File: src/rtl/fb_pkg.sv
// Shared types for the framebuffer reader.
// Pixel word, FIFO word and FSM state.
package fb_pkg;

  typedef logic [15:0] pixel_t;

  typedef struct packed {
    logic   sof;
    pixel_t pix;
  } fifo_word_t;

  localparam int HDISP_DEF = 640;
  localparam int VDISP_DEF = 480;

  typedef enum logic {
    IDLE = 1'b0,
    REQ  = 1'b1
  } state_t;

endpackage

File: src/rtl/wshb_if.sv
// Wishbone bus bundle, 32-bit address, 16-bit data.
// Clock and reset travel with the bus.
interface wshb_if (
  input logic clk,
  input logic rst
);

  logic [31:0] adr;
  logic [15:0] dat_ms;
  logic [15:0] dat_sm;
  logic [1:0]  sel;
  logic        we;
  logic        stb;
  logic        cyc;
  logic [2:0]  cti;
  logic [1:0]  bte;
  logic        ack;

  modport master (
    input  clk, rst, dat_sm, ack,
    output adr, dat_ms, sel, we,
    output stb, cyc, cti, bte
  );

  modport slave (
    input  clk, rst, adr, dat_ms, sel,
    input  we, stb, cyc, cti, bte,
    output dat_sm, ack
  );

endinterface

File: src/rtl/fb_reader_fifo.sv
// Show-ahead FIFO between the bus and the pixel stream.
// Storage is left unreset; pointers and count are reset.
module fb_reader_fifo #(
  parameter int DEPTH = 16,
  parameter int WIDTH = 17
) (
  input  logic                   clk,
  input  logic                   rst,
  input  logic                   push,
  input  logic [WIDTH-1:0]       din,
  input  logic                   pop,
  output logic [WIDTH-1:0]       dout,
  output logic                   empty,
  output logic [$clog2(DEPTH):0] count
);

  localparam int AW = $clog2(DEPTH);
  localparam int CW = AW + 1;

  logic [WIDTH-1:0] mem [DEPTH];
  logic [AW-1:0]    wr_ptr;
  logic [AW-1:0]    rd_ptr;
  logic             do_pop;

  assign empty  = (count == '0);
  assign do_pop = pop && !empty;
  assign dout   = mem[rd_ptr];

  // Write the incoming word at the tail.
  always_ff @(posedge clk) begin
    if (push) begin
      mem[wr_ptr] <= din;
    end
  end

  // Advance pointers; count tracks push minus pop.
  always_ff @(posedge clk or posedge rst) begin
    if (rst) begin
      wr_ptr <= '0;
      rd_ptr <= '0;
      count  <= '0;
    end else begin
      if (push) begin
        wr_ptr <= wr_ptr + 1'b1;
      end
      if (do_pop) begin
        rd_ptr <= rd_ptr + 1'b1;
      end
      count <= count + CW'(push) - CW'(do_pop);
    end
  end

  // The reader reserves a slot before each read.
  assert property (@(posedge clk) disable iff (rst)
    !(push && !do_pop && count == CW'(DEPTH)));

endmodule

File: src/rtl/fb_reader.sv
// Wishbone framebuffer reader: raster reads into a FIFO.
// Optional bus fairness gap: FB_READER_FAIRPLAY_EN.
module fb_reader
  import fb_pkg::*;
#(
  parameter int HDISP = HDISP_DEF,
  parameter int VDISP = VDISP_DEF,
  parameter int DEPTH = 16
) (
  wshb_if.master      wshb_if_rd,
  output logic [15:0] pix_data,
  output logic        pix_sof,
  output logic        pix_valid,
  input  logic        pix_ready
);

  localparam int XW = (HDISP > 1) ? $clog2(HDISP) : 1;
  localparam int YW = (VDISP > 1) ? $clog2(VDISP) : 1;
  localparam int CW = $clog2(DEPTH) + 1;
  localparam int FW = $bits(fifo_word_t);

  logic          clk;
  logic          rst;
  state_t        state;
  state_t        state_next;
  logic [XW-1:0] cpt_x;
  logic [YW-1:0] cpt_y;
  logic          ack;
  logic          pop;
  logic          empty;
  logic [CW-1:0] count;
  logic [CW-1:0] count_next;
  logic          fp_limit;
  fifo_word_t    wr_word;
  fifo_word_t    head;
  logic [FW-1:0] head_bits;

  assign clk = wshb_if_rd.clk;
  assign rst = wshb_if_rd.rst;

  assign wshb_if_rd.we     = 1'b0;
  assign wshb_if_rd.sel    = 2'b11;
  assign wshb_if_rd.cti    = 3'b000;
  assign wshb_if_rd.bte    = 2'b00;
  assign wshb_if_rd.dat_ms = 16'h0000;
  assign wshb_if_rd.stb    = (state == REQ);
  assign wshb_if_rd.cyc    = (state == REQ);

  assign wshb_if_rd.adr =
    (32'(HDISP) * 32'(cpt_y) + 32'(cpt_x)) << 1;

  assign ack = wshb_if_rd.ack && (state == REQ);
  assign pop = pix_valid && pix_ready;

  assign count_next = count + CW'(ack) - CW'(pop);

  assign wr_word.sof = (cpt_x == '0) && (cpt_y == '0);
  assign wr_word.pix = wshb_if_rd.dat_sm;

`ifdef FB_READER_FAIRPLAY_EN
  logic [5:0] fp_cnt;

  assign fp_limit = ack && (fp_cnt == 6'd63);

  // Count acks in the current cyc; cleared as cyc falls.
  always_ff @(posedge clk or posedge rst) begin
    if (rst) begin
      fp_cnt <= '0;
    end else if (state_next != REQ) begin
      fp_cnt <= '0;
    end else if (ack) begin
      fp_cnt <= fp_cnt + 1'b1;
    end
  end
`else
  assign fp_limit = 1'b0;
`endif

  // State register.
  always_ff @(posedge clk or posedge rst) begin
    if (rst) begin
      state <= IDLE;
    end else begin
      state <= state_next;
    end
  end

  // Request only while a FIFO slot is free.
  always_comb begin
    state_next = state;
    unique case (state)
      IDLE: begin
        if (count < CW'(DEPTH)) begin
          state_next = REQ;
        end
      end
      REQ: begin
        if (ack) begin
          if (count_next < CW'(DEPTH) && !fp_limit) begin
            state_next = REQ;
          end else begin
            state_next = IDLE;
          end
        end
      end
      default: state_next = IDLE;
    endcase
  end

  // Raster position advances on every completed read.
  always_ff @(posedge clk or posedge rst) begin
    if (rst) begin
      cpt_x <= '0;
      cpt_y <= '0;
    end else if (ack) begin
      if (cpt_x == XW'(HDISP - 1)) begin
        cpt_x <= '0;
        if (cpt_y == YW'(VDISP - 1)) begin
          cpt_y <= '0;
        end else begin
          cpt_y <= cpt_y + 1'b1;
        end
      end else begin
        cpt_x <= cpt_x + 1'b1;
      end
    end
  end

  fb_reader_fifo #(
    .DEPTH (DEPTH),
    .WIDTH (FW)
  ) u_fifo (
    .clk   (clk),
    .rst   (rst),
    .push  (ack),
    .din   (wr_word),
    .pop   (pop),
    .dout  (head_bits),
    .empty (empty),
    .count (count)
  );

  assign head      = fifo_word_t'(head_bits);
  assign pix_valid = !empty;
  assign pix_data  = pix_valid ? head.pix : 16'h0000;
  assign pix_sof   = pix_valid && head.sof;

endmodule

File: src/flat_wrapper.sv
// flat-port wrapper written by rule: the top's interface ports become plain ports
module fb_reader_flat import fb_pkg::*;
#(
  parameter int HDISP = HDISP_DEF,
  parameter int VDISP = VDISP_DEF,
  parameter int DEPTH = 16
)
  (pix_data, pix_sof, pix_valid, pix_ready, clk, rst, wshb_if_rd_dat_sm, wshb_if_rd_ack, wshb_if_rd_adr, wshb_if_rd_dat_ms, wshb_if_rd_sel, wshb_if_rd_we, wshb_if_rd_stb, wshb_if_rd_cyc, wshb_if_rd_cti, wshb_if_rd_bte);
  wshb_if wshb_if_rd_i (.clk(clk), .rst(rst));
  output logic [15:0] pix_data;
  output logic pix_sof;
  output logic pix_valid;
  input  logic pix_ready;
  input wire logic clk;
  input wire logic rst;
  input wire logic [$bits(wshb_if_rd_i.dat_sm)-1:0] wshb_if_rd_dat_sm;
  input wire logic [$bits(wshb_if_rd_i.ack)-1:0] wshb_if_rd_ack;
  output wire logic [$bits(wshb_if_rd_i.adr)-1:0] wshb_if_rd_adr;
  output wire logic [$bits(wshb_if_rd_i.dat_ms)-1:0] wshb_if_rd_dat_ms;
  output wire logic [$bits(wshb_if_rd_i.sel)-1:0] wshb_if_rd_sel;
  output wire logic [$bits(wshb_if_rd_i.we)-1:0] wshb_if_rd_we;
  output wire logic [$bits(wshb_if_rd_i.stb)-1:0] wshb_if_rd_stb;
  output wire logic [$bits(wshb_if_rd_i.cyc)-1:0] wshb_if_rd_cyc;
  output wire logic [$bits(wshb_if_rd_i.cti)-1:0] wshb_if_rd_cti;
  output wire logic [$bits(wshb_if_rd_i.bte)-1:0] wshb_if_rd_bte;
  assign wshb_if_rd_i.dat_sm = wshb_if_rd_dat_sm;
  assign wshb_if_rd_i.ack = wshb_if_rd_ack;
  assign wshb_if_rd_adr = wshb_if_rd_i.adr;
  assign wshb_if_rd_dat_ms = wshb_if_rd_i.dat_ms;
  assign wshb_if_rd_sel = wshb_if_rd_i.sel;
  assign wshb_if_rd_we = wshb_if_rd_i.we;
  assign wshb_if_rd_stb = wshb_if_rd_i.stb;
  assign wshb_if_rd_cyc = wshb_if_rd_i.cyc;
  assign wshb_if_rd_cti = wshb_if_rd_i.cti;
  assign wshb_if_rd_bte = wshb_if_rd_i.bte;
  fb_reader #(.HDISP(HDISP), .VDISP(VDISP), .DEPTH(DEPTH)) u_core (.wshb_if_rd(wshb_if_rd_i), .pix_data(pix_data), .pix_sof(pix_sof), .pix_valid(pix_valid), .pix_ready(pix_ready));
endmodule
File: config.mk
export PLATFORM = sky130hd
export DESIGN_NAME = fb_reader_flat
export DESIGN_NICKNAME = d
export VERILOG_FILES = /design/src/rtl/fb_pkg.sv /design/src/rtl/wshb_if.sv /design/src/rtl/fb_reader_fifo.sv /design/src/rtl/fb_reader.sv /design/src/flat_wrapper.sv
export SDC_FILE = /design/constraint.sdc
export NUM_CORES = 1
export LEC_CHECK = 0
export ABC_AREA = 1
export BUFFER_PORTS_ARGS = -buffer_cell sky130_fd_sc_hd__clkbuf_2
export CORE_MARGIN = 2
export CORE_UTILIZATION = 40
export CTS_CLUSTER_DIAMETER = 50
export DETAILED_ROUTE_END_ITERATION = 6
export HOLD_SLACK_MARGIN = 0.1
export PLACE_DENSITY = 0.67
export SYNTH_ARGS = -nofsm -noshare
export SYNTH_HDL_FRONTEND = slang
export SYNTH_SLANG_ARGS = --single-unit
File: constraint.sdc
create_clock -name clk -period 3.61 [get_ports clk]
set_clock_uncertainty 0.15 [all_clocks]
set_input_delay 0.5415 -clock clk [delete_from_list [all_inputs] [get_ports clk]]
set_output_delay 0.5415 -clock clk [all_outputs]
set_load 0.01 [all_outputs]
==> metrics.cfg, run 1 <==
[flow_run]
maxCapViolations=0

[synth]
synth_top_area_share_pct=59.3
synth_cell_types=32
synth_seq_area_share_pct=65.3
synth_ff_type=edfxtp_1
ys_warn_count=0
synth_edf_count=272
synth_area_leaders=edfxtp_1, nand2_1, dfrtp_1
syn_area_per_cell_sq_um=11.0
synthArstFlopShare_pct=10.8
yosysMostFrequentCell=nand2_1
synth_common_cells=nand2_1, edfxtp_1, nor2_1
synth.cell_area_sq_um=13800
syn_inst=1257
synth_area_leader_cell=edfxtp_1
ys_ff_latch=305

[critical_path]
worstSetupStartpointType=register
required_ps=2920
critPathMaxFanout=4
critPathArrivalTime_ps=2800
worstSetupEndpointType=output port
crit_type=reg -> out

[global_route]
grt_usage_pct=17.4
grt_max_degree=115
grt_pass1_vias=8829
antenna_found_initial=1
grt_pass1_wl_um=48800
grt_overflow=0

[finish]
layout.nets=1378
syn2layout_area_growth_pct=14.1
multi_input_area_sq_um=4140
drive_above_1_share_pct=13.7
seq_area_sq_um=9000
fillerInstances=3039
n_antenna_cell=0

[timing]
grt_setup_unrepaired=true
min_period_ps=3490
max_freq_mhz=287
setup_ws_ps=121
finalSetupViolations=0
drv_slew=0
max_slew_margin_pct=49.1
period_share_pct=96.6
tightest_slew_ps=759
finalHoldViolations=0

[floorplanning]
std_cell_rows=67
initial_core_util_pct=40.9
io_pins=96
die_w_um=190
core-area_sq_um=33700
die-area_sq_um=35900
die_h_um=190

[drt]
dr.pass1.iters=5
viasPerCell=5.12
drc_errors=0
drt_iter0_drc=1006
drt-total-wl_um=31200
avgRoutedWirePerCell_um=17.4
vias=9211
drtAntennaViolNets=0

[clock_network]
clk_latency_ps=550
root_buffer=clkbuf_16
cts_tree=built
cts_buffers=31
cts_buffer_depth=3
cts_num_sinks=305
clk_pin_slew_ps=60
htree_num_levels=1

[place]
io_buffer_count=58
pre_cts_slack_ps=305
place_congestion=0.798
hpwlAfterDp_um=18300

[worst_hold_path]
hold_path.class=in -> reg

[power_and_ir_drop]
ir_drop_uv=481
total_power_mw=11.8
leakagePower_nw=6.10
power_density_nw_per_um2=753

[status]
status=finished, final reports clean

layout make-up:
class	instances	share of cell area, %
flip-flops and latches	305	57.3
clock buffers	35	5.03
inverters	59	1.44
well taps	448	3.57
repair buffers	101	4.49
clock inverters	23	1.81
multi-input cells	827	26.4
placed cells by master (no fill, tap or decap), types with 13 or more instances in the layout:
master / count
clkbuf_16: 31
dfrtp_1: 31
edfxtp_1: 272
ha_1: 29
a21oi_1: 93
o21ai_0: 45
nand2_1: 318
conb_1: 37
nand3_1: 93
inv_1: 54
nor2_2: 16
clkbuf_2: 57
buf_4: 36
o31ai_1: 34
nand4_1: 13
xor2_1: 19
nor2_1: 95
flip-flops by register name (all words and copies together) (netlist names):
name,count
u_core.cpt_x,10
u_core.wshb_if_rd.cyc,1
u_core.u_fifo.wr_ptr,4
u_core.u_fifo.rd_ptr,4
u_core.cpt_y,9
u_core.u_fifo.count,5
u_core.u_fifo.mem,272
metrics by stage:
stage | instance area [sq um] | setup TNS, ps | utilization [%] | std cells | hold slack, ps
after floorplan | 13900 | 0 | - | 1292 | 345
after global placement | 14500 | 0 | 43.1 | 1734 | 386
after detailed placement | 14500 | 0 | 43.1 | 1734 | 396
after CTS | 15700 | 0 | 46.5 | 1797 | 199
after global routing | 15700 | -74.3 | 46.6 | 1798 | 203
final | 15700 | 0 | 46.6 | 1798 | 199
path summary, 6_finish.rpt:
check | startpoint | to | slack (ps) | cells after the start
max | u_core.cpt_y[1]$_DFFE_PP0P_ | wshb_if_rd_adr[15] | 120 | 9
min reg2reg | u_core.cpt_x[2]$_DFFE_PP0N_ | u_core.cpt_x[2]$_DFFE_PP0N_ | 400 | 1
min | pix_ready | u_core.u_fifo.rd_ptr[0]$_DFFE_PP0P_ | 200 | 3
max reg2reg | u_core.wshb_if_rd.cyc$_DFF_PP0_ | u_core.u_fifo.mem[14][11]$_DFFE_PP_ | 1010 | 5
max in group asynchronous | rst | u_core.u_fifo.rd_ptr[0]$_DFFE_PP0P_ | 2500 | 4
min in group asynchronous | rst | u_core.u_fifo.count[1]$_DFF_PP0_ | 460 | 4
critical path: stages (launching register included):
cell and delay, ps:
dfrtp_1 380, ha_1 300, ha_2 210, fa_2 560, nand4_1 100, o21ai_2 160, nand3_2 100, buf_4 150
xor2_1 140, clkbuf_2 160
logic make-up (layout without fill, tap and decap cells):
family / Yosys count / in the layout / synth area share [%]
AOI/OAI and AO/OA: 177 / 177 / 7.09
xor gates and xnor gates: 25 / 25 / 1.59
adders and majority gates: 33 / 33 / 3.11
buffers and inverters: 160 / 218 / 6.30
DFF: 305 / 305 / 65.3
other: 2 / 37 / 0.0546
and+or+nand+nor: 555 / 555 / 16.5
per-layer routing:
metal | GRT usage (%) | up-vias | share of wire (%)
met3 | 3.39 | 40 | 7.0
met1 | 23.4 | 4435 | 44
met5 | 0 | - | 0.042
met4 | 3.64 | 2 | 1.7
met2 | 29.3 | 320 | 47
li1 | - | 4414 | -
repair_timing:
| action | CTS | global route |
|---|---|---|
| setup buffers | 4 | 1 |
| endpoints found under the hold margin | 33 | 0 |
| resized for setup | 9 | 10 |
| hold buffers | 1 | 0 |
| endpoints found under the setup margin | 5 | 10 |
| pin swaps | 3 | 3 |
power breakdown:
part           switching, mW  internal, mW
sequential             0.234          4.25
clock                   1.34          2.01
combinational           2.73          1.27
total                   4.30          7.52
(Power assumes the default switching activity.)
==> inputs of run 2 (changes only) <==
--- a/config.mk
+++ b/config.mk
@@ -8,11 +8,12 @@
 export ABC_AREA = 1
 export BUFFER_PORTS_ARGS = -buffer_cell sky130_fd_sc_hd__clkbuf_2
 export CORE_MARGIN = 2
-export CORE_UTILIZATION = 40
+export CORE_UTILIZATION = 60
 export CTS_CLUSTER_DIAMETER = 50
 export DETAILED_ROUTE_END_ITERATION = 6
 export HOLD_SLACK_MARGIN = 0.1
-export PLACE_DENSITY = 0.67
+export PLACE_DENSITY = 0.89
+export SKIP_CTS_REPAIR_TIMING = 1
 export SYNTH_ARGS = -nofsm -noshare
 export SYNTH_HDL_FRONTEND = slang
 export SYNTH_SLANG_ARGS = --single-unit
==> constraint.sdc (replaced) <==
create_clock -name clk -period 3.61 [get_ports clk]
set_clock_uncertainty 0.15 [all_clocks]
set_input_delay 0.361 -clock clk [delete_from_list [all_inputs] [get_ports clk]]
set_output_delay 0.361 -clock clk [all_outputs]
set_load 0.01 [all_outputs]
==> metrics.cfg, run 2 (synthesis gave the netlist of run 1 again) <==
[floorplanning]
io_pins=96  ; unchanged
die_h_um=155  ; was 190 um
initial_core_util_pct=61.0  ; was 40.9%
core-area_sq_um=22600  ; was 33700 sq um
die-area_sq_um=24200  ; was 35900 sq um
die_w_um=155  ; was 190 um
std_cell_rows=55  ; was 67

[timing]
period_share_pct=96.2  ; was 96.6%
drv_slew=0  ; unchanged
finalHoldViolations=0  ; unchanged
finalSetupViolations=0  ; unchanged
min_period_ps=3470  ; was 3490 ps
max_freq_mhz=288  ; was 287 MHz
tightest_slew_ps=1200  ; was 759 ps
setup_ws_ps=138  ; was 121 ps
max_slew_margin_pct=19.4  ; was 49.1%

[power_and_ir_drop]
leakagePower_nw=6.02  ; was 6.10 nW
ir_drop_uv=603  ; was 481 uV
total_power_mw=11.8  ; about the same
power_density_nw_per_um2=767  ; was 753 nW/um^2

[clock_network]
clk_pin_slew_ps=70  ; was 60 ps
cts_buffer_depth=3  ; unchanged
root_buffer=clkbuf_16  ; unchanged
cts_num_sinks=305  ; unchanged
cts_tree=built  ; unchanged
clk_latency_ps=530  ; was 550 ps
htree_num_levels=1  ; unchanged
cts_buffers=28  ; was 31

[drt]
drtAntennaViolNets=0  ; unchanged
viasPerCell=5.97  ; was 5.12
drt-total-wl_um=32200  ; was 31200 um
vias=9678  ; was 9211
drc_errors=0  ; unchanged
drt_iter0_drc=1244  ; was 1006
dr.pass1.iters=6  ; was 5
avgRoutedWirePerCell_um=19.9  ; was 17.4 um

[critical_path]
critPathArrivalTime_ps=2960  ; was 2800 ps
crit_start=u_core.cpt_y[1]$_DFFE_PP0P_  ; unchanged
critPathMaxFanout=5  ; was 4
reg2regPathDepth=5  ; unchanged
cp-endpoint=wshb_if_rd_adr[19]  ; was wshb_if_rd_adr[15]
worstSetupEndpointType=output port  ; unchanged
crit_type=reg -> out  ; unchanged
timing.rr.start=u_core.wshb_if_rd.cyc$_DFF_PP0_  ; unchanged
worstSetupStartpointType=register  ; unchanged
required_ps=3100  ; was 2920 ps
r2r_slack_ps=880  ; was 1010 ps
regToRegEndpoint=u_core.u_fifo.mem[14][13]$_DFFE_PP_  ; was u_core.u_fifo.mem[14][11]$_DFFE_PP_

[finish]
syn2layout_area_growth_pct=11.3  ; was 14.1%
fillerInstances=1452  ; was 3039
final_common_cell=nand2_1  ; unchanged
drive_above_1_share_pct=12.7  ; was 13.7%
mostFrequentLayoutCells=nand2_1, edfxtp_1, nor2_1, a21oi_1, nand3_1  ; unchanged
largest_reg_flops=272  ; unchanged
layout.nets=1366  ; was 1378
reg.largest.list=u_core.u_fifo.mem x272, u_core.cpt_x x10, u_core.cpt_y x9  ; unchanged
regMostFlops=u_core.u_fifo.mem  ; unchanged
final_cell_count_no_fill=1620  ; was 1798
design_area_sq_um=15300  ; was 15700 sq um
utilization_pct=67.9  ; was 46.6%

[worst_hold_path]
hold_path.class=in -> reg  ; unchanged

[place]
placedCellCount=1563  ; was 1734
placedInstanceArea_sq_um=14200  ; was 14500 sq um
place_congestion=0.847  ; was 0.798
pre_cts_slack_ps=518  ; was 305 ps
io_buffer_count=58  ; unchanged
hpwlAfterDp_um=18200  ; was 18300 um

[global_route]
grt_usage_pct=26.7  ; was 17.4%
grt_pass1_wl_um=49900  ; was 48800 um
antenna_found_initial=0  ; was 1
grt_overflow=0  ; unchanged
grt_pass1_vias=9414  ; was 8829
grt_max_degree=105  ; was 115

[flow_run]
maxCapViolations=0  ; unchanged

[status]
status=finished, final reports clean  ; unchanged

==> run 2: through the flow <==
stage	hold slack [ps]	TNS (ps)
after global placement	383	0
final	88.2	0
after global routing	111	-36.4
after floorplan	310	0
after CTS	-125	-52.6
after detailed placement	391	0
==> run 2: worst min-delay path by stage <==
stage	startpoint	to	cells past startpoint
after floorplan	wshb_if_rd_dat_sm[0]	u_core.u_fifo.mem[0][0]$_DFFE_PP_	0
after global placement	u_core.cpt_y[4]$_DFFE_PP0P_	u_core.cpt_y[4]$_DFFE_PP0P_	1
after detailed placement	u_core.cpt_x[2]$_DFFE_PP0N_	u_core.cpt_x[2]$_DFFE_PP0N_	1
after CTS	rst	u_core.u_fifo.rd_ptr[2]$_DFFE_PP0P_	2
after global routing	wshb_if_rd_dat_sm[13]	u_core.u_fifo.mem[10][13]$_DFFE_PP_	1
final	wshb_if_rd_dat_sm[13]	u_core.u_fifo.mem[5][13]$_DFFE_PP_	1
==> run 2: area by class of cell <==
class                           instances  area (sq um)  area share [%]
Antenna cell                            1          2.50          0.0163
Clock buffer                           32           737            4.81
Clock inverter                         19           274            1.79
Inverter                               59           224            1.46
Multi-Input combinational cell        827          4120            26.9
Sequential cell                       305          9000            58.8
Tap cell                              285           357            2.33
Timing Repair Buffer                   92           601            3.92
==> run 2: critical path, stage by stage (launching register included) <==
cell     delay [ps]
dfrtp_1         430
ha_1            320
ha_2            210
fa_1            600
nand4_1         120
o21ai_2         200
nand3_2         100
nor2_2          130
nand2_1          70
o21ai_1         120
buf_2           140
==> run 2: power by group <==
group	total, mW	switching (mW)	internal [mW]
Sequential	4.55	0.305	4.25
Clock	3.21	1.25	1.96
Combinational	3.99	2.77	1.22
Total	11.8	4.32	7.43
==> run 2: routing by layer <==
metal / vias to the layer above / GRT usage, % / routed length, um
li1: 4382 / - / -
met1: 4569 / 34.3 / 11900
met2: 616 / 46.0 / 16100
met3: 111 / 4.71 / 3140
met4: 0 / 9.87 / 1150
met5: - / 0 / 0
